$ cat config.mk
export PLATFORM = sky130hd
export DESIGN_NAME = alu_sequencer
export DESIGN_NICKNAME = d
export VERILOG_FILES = /design/src/rtl/alu_sequencer.sv
export SDC_FILE = /design/constraint.sdc
export NUM_CORES = 1
export LEC_CHECK = 0
export CAP_MARGIN = 5
export CORE_ASPECT_RATIO = 0.8
export CORE_MARGIN = 5
export CORE_UTILIZATION = 45
export CTS_CLUSTER_SIZE = 28
export DETAILED_ROUTE_END_ITERATION = 10
export GPL_TIMING_DRIVEN = 0
export PLACE_DENSITY = 0.85
export SLEW_MARGIN = 15
export SYNTH_ARGS = -nofsm -noshare
export SYNTH_HDL_FRONTEND = slang
export SYNTH_SLANG_ARGS = --single-unit
export TNS_END_PERCENT = 100
$ cat constraint.sdc
create_clock -name clk -period 2.1 [get_ports clk]
set_input_delay 0.525 -clock clk [delete_from_list [all_inputs] [get_ports clk]]
set_output_delay 0.525 -clock clk [all_outputs]
set_load 0.02 [all_outputs]
$ cat src/rtl/alu_sequencer.sv
// Instruction sequencer for the 8-bit basic processor: fetches two-byte instructions,
// runs NOP/LDI/HALT itself and dispatches all other opcodes to the ALU units.
// Optional WAIT done-timeout is enabled with `define SEQ_TIMEOUT_EN.
module alu_sequencer #(
    parameter int DONE_TIMEOUT = 8
) (
    input  logic       clk,
    input  logic       rst_n,
    input  logic       start,
    output logic [7:0] pc,
    input  logic [7:0] mem_data,
    output logic [3:0] ctr1,
    output logic [7:0] data1,
    output logic [7:0] data2,
    input  logic [7:0] alu_result,
    input  logic       alu_done,
    output logic [7:0] acc,
    output logic       busy,
    output logic       halted,
    output logic       error
);

    localparam logic [3:0] OP_NOP  = 4'h0;
    localparam logic [3:0] OP_LDI  = 4'h1;
    localparam logic [3:0] OP_HALT = 4'hF;

    typedef enum logic [2:0] {
        IDLE, FOP, DOP, FIMM, DIMM, DISPATCH, WAIT, HALT
    } state_t;

    state_t     state_q, state_d;
    logic [7:0] pc_q, pc_d;
    logic [7:0] acc_q, acc_d;
    logic [7:0] imm_q, imm_d;
    logic [3:0] ir_q, ir_d;
    logic       done_q;

`ifdef SEQ_TIMEOUT_EN
    localparam int CW = $clog2(DONE_TIMEOUT) + 1;
    logic [CW-1:0] cnt_q, cnt_d;
    logic          error_q, error_d;
`endif

    always_ff @(posedge clk) begin
        if (!rst_n) begin
            state_q <= IDLE;
            pc_q    <= 8'h00;
            acc_q   <= 8'h00;
            imm_q   <= 8'h00;
            ir_q    <= 4'h0;
            done_q  <= 1'b0;
`ifdef SEQ_TIMEOUT_EN
            cnt_q   <= '0;
            error_q <= 1'b0;
`endif
        end else begin
            state_q <= state_d;
            pc_q    <= pc_d;
            acc_q   <= acc_d;
            imm_q   <= imm_d;
            ir_q    <= ir_d;
            done_q  <= alu_done;
`ifdef SEQ_TIMEOUT_EN
            cnt_q   <= cnt_d;
            error_q <= error_d;
`endif
        end
    end

    always_comb begin
        state_d = state_q;
        pc_d    = pc_q;
        acc_d   = acc_q;
        imm_d   = imm_q;
        ir_d    = ir_q;
`ifdef SEQ_TIMEOUT_EN
        cnt_d   = cnt_q;
        error_d = error_q;
`endif
        case (state_q)
            IDLE, HALT: begin
                if (start) begin
                    pc_d    = 8'h00;
                    state_d = FOP;
`ifdef SEQ_TIMEOUT_EN
                    error_d = 1'b0;
`endif
                end
            end
            FOP: state_d = DOP;
            DOP: begin
                ir_d = mem_data[7:4];
                pc_d = pc_q + 8'd1;
                case (mem_data[7:4])
                    OP_NOP:  state_d = FOP;
                    OP_HALT: state_d = HALT;
                    default: state_d = FIMM;
                endcase
            end
            FIMM: state_d = DIMM;
            DIMM: begin
                imm_d = mem_data;
                pc_d  = pc_q + 8'd1;
                if (ir_q == OP_LDI) begin
                    acc_d   = mem_data;
                    state_d = FOP;
                end else begin
                    state_d = DISPATCH;
                end
            end
            DISPATCH: begin
                state_d = WAIT;
`ifdef SEQ_TIMEOUT_EN
                cnt_d   = '0;
`endif
            end
            WAIT: begin
                // Only a fresh rising edge counts; a level already high on entry is stale.
                if (alu_done && !done_q) begin
                    acc_d   = alu_result;
                    state_d = FOP;
                end
`ifdef SEQ_TIMEOUT_EN
                else if (cnt_q == CW'(DONE_TIMEOUT - 1)) begin
                    error_d = 1'b1;
                    state_d = HALT;
                end else begin
                    cnt_d = cnt_q + 1'b1;
                end
`endif
            end
            default: state_d = IDLE;
        endcase
    end

    assign pc     = pc_q;
    assign ctr1   = (state_q == DISPATCH) ? ir_q : 4'b0000;
    assign data1  = acc_q;
    assign data2  = imm_q;
    assign acc    = acc_q;
    assign busy   = (state_q != IDLE) && (state_q != HALT);
    assign halted = (state_q == HALT);
`ifdef SEQ_TIMEOUT_EN
    assign error  = error_q;
`else
    assign error  = 1'b0;
`endif

endmodule

==> results.md <==
- Crit path arrival time: 1470 ps
- CP max stage delay: 350 ps
- Num CTS Buffers: 5
- Hold Path End: acc[1]
- Critical Path Fanout Max: 10
- Placed insts: 319
- Leading cell type in the layout, fill and taps excluded: clkdlybuf4s50_1
- Max Used Layer: met4
- Setup_tns: 0 ps
- Routed Antenna Nets: 0
- Worst EP required: 1570 ps
- Area delta synth->final: 43.36%
- Post-layout min period: 1992 ps
- Num rows: 20
- Commonest cells after routing, fill and taps aside: clkdlybuf4s50_1 (51), dfxtp_1 (31), inv_1 (17), nor4_1 (16)
- Yosys reg bits: 32
- Non-Filler Instances: 325
- Total Routing Usage GR: 0.1835
- Top cell type's share of synthesized area: 0.3657
- Die width: 79.76 µm
- Setup violations, final: 0
- Synth area leaders: dfxtp_1 (37%), nor4_1 (5.7%), buf_4 (4.7%)
- Layout cells sized above 1: 0.1370
- Initial core utilization: 0.4636
- PwrDens: 631.8 mW/mm²
- Iteration-0 DRC Markers: 113
- H-tree depth: 2
- Worst reg2reg endpoint: acc[6]
- Fin nets: 290
- CP top delay family: buffers and inverters
- Worst Tran Pin Value: 694.4 ps
- Total die area: 0.005248 mm²
- HPWL Detailed: 3.535 mm
- I/O Pins: 59
- HP Class: flip-flop to flip-flop
- Cell count after synthesis: 207
- Pins Over Slew Limit: 0
- Core Box Area: 0.003779 mm²
- Hold buffer count at cts: 0
- Relative slew slack: 0.5306
- Post-synth ARST share: 0
- Number of synthesized flops with an enable pin: 0
- R2r worst-path depth: 3
- Max cap viols: 0
- Routed vias: 1759
- Met3 wire length: 287 µm
- Ant diodes: 0
- R2R Setup Slk: 350 ps
- Clk root buf: clkbuf_8
- Syn nets: 228
- Sequential fraction of the synthesis area: 0.3657
- Cell Area, Synth: 0.001752 mm²
- Max Buffers Root-to-Sink: 2
- DRC Markers: 0
- Wl on met1: 2.208 mm
- Vias in the first global route: 1535
- WL final: 4.800 mm
- Crit path buf inv count: 3
- Commonest register cell after synthesis: dfxtp_1
- Drt pass-1 iters: 4
- Worst IR Drop VDD: 0.0004065 V
- WL met2: 2.216 mm
- Post-synth top area cell: dfxtp_1
- Port bufs: 57
- Worst-path clk slew: 70 ps
- Reg-to-reg startpoint: ir_q[1]
- Initial antenna violation count: 0
- HP Start: acc[1]
- Die Ht: 65.81 µm
- First-pass GRT wire length: 7.514 mm
- Tcrit/Tclk final: 0.9487
- Worst Setup Path Type: flip-flop to output pin
- Synth warn: 0
- Hold Path Cell Cnt: 2
- CP cell instances: buf_6, clkbuf_4, and3_1, nor2_1, buf_2
- # clock sinks: 32
- CP endpoint kind: output pin
- Distinct cells, synth: 48
- Critical Path Source Type: flip-flop
- Clock Latency Late Sink: 280 ps
- Grt ovf: 0
- Crit-path slowest cell: dfxtp_2
- DR vias/cell: 5.412
- RSZ-0062 raised after global routing: false
- P_leak: 0.8885 nW
- Status: finished, final reports clean
- Final Hold Violating Endpoints: 0
- Wire length per cell: 14.77 µm
- CTS tree: built
- Gp weighted congestion: 0.8185
- Fmax: 501.9 MHz
- Worst hold margin: 474.7 ps
- Largest net degree at the start of global routing: 20
- Synthesized area per cell: 8.462 µm²
- Clock skew: 3.526 ps
stage by stage:
step	setup slack, ps	cell area [µm²]	total power [W]	utilization
4_1_cts	29.22	2519	0.001591	0.6666
3_5_place_dp	-410.0	2391	0.0009438	0.6328
2_1_floorplan	255.5	1752	0.0008304	-
6_report	107.7	2511	0.001586	0.6646
5_1_grt	13.77	2511	0.001651	0.6646
3_3_place_gp	-389.8	2391	0.0009386	0.6328
per-layer routing:
layer	vias to the layer above	track usage
li1	881	-
met1	802	0.2561
met2	70	0.2771
met3	6	0.04087
met4	0	0.06751
met5	-	0
cell type report:
type                    count  area, µm²
well taps                  55      68.82
flip-flops and latches     32      641.9
inverters                  17      63.81
multi-input cells         132      904.6
clock inverters             1      30.03
repair buffers             57      550.5
clock buffers               7      96.34
plain buffers              24      155.1
fillers                   322       1267
sequential cells by signal, summed over array words and instances, names as in the netlist:
register,count
state_q,3
ir_q,4
pc,8
acc,8
data2,8
done_q,1
cell families (layout without fill, tap and decap cells):
family	count (synthesis)	after routing	share of synthesized area
muxes	4	4	0.02286
buffers and inverters	43	106	0.1221
xor gates and xnor gates	1	1	0.005001
DFF	32	32	0.3657
and+or+nand+nor	74	74	0.2593
other	1	1	0.002141
AOI/OAI and AO/OA	51	51	0.2157
adders and majority gates	1	1	0.007142
how the worst max path moves through the flow:
stage | start | to | slack (ps) | cells after the start
floorplan | state_q[1] | busy | 260 | 4
global placement | state_q[0] | ctr1[2] | -390 | 5
finish | state_q[1] | busy | 110 | 5
CTS | state_q[0] | ctr1[3] | 30 | 4
detailed placement | state_q[0] | ctr1[3] | -410 | 5
global route | state_q[0] | ctr1[2] | 10 | 4
cells in the mapped netlist (all sizes together), types with 6 or more instances:
cell type,count
and3,8
a2111oi,8
nand2,11
a21oi,11
inv,17
nor4,16
o21ai,11
buf,16
dfxtp,32
clkbuf,10
o211ai,6
nor2,7
worst reg2reg max path, cell delays in order (launching register included):
cell	delay [ps]
dfxtp_1	330
nor4b_1	640
a22oi_4	190
a2111oi_1	460
power by group:
part	switching (W)	internal, W
clock	0.000230	0.000418
combinational	0.000167	0.000124
sequential	0.0000198	0.000628
total	0.000416	0.00117
repair_timing:
item,4_1_cts,5_1_grt
cloned,0,0
setup endpoints to repair,6,5
gates resized for setup,18,8
setup buffers,0,0
No activity file was read; power rests on OpenSTA's default activity.
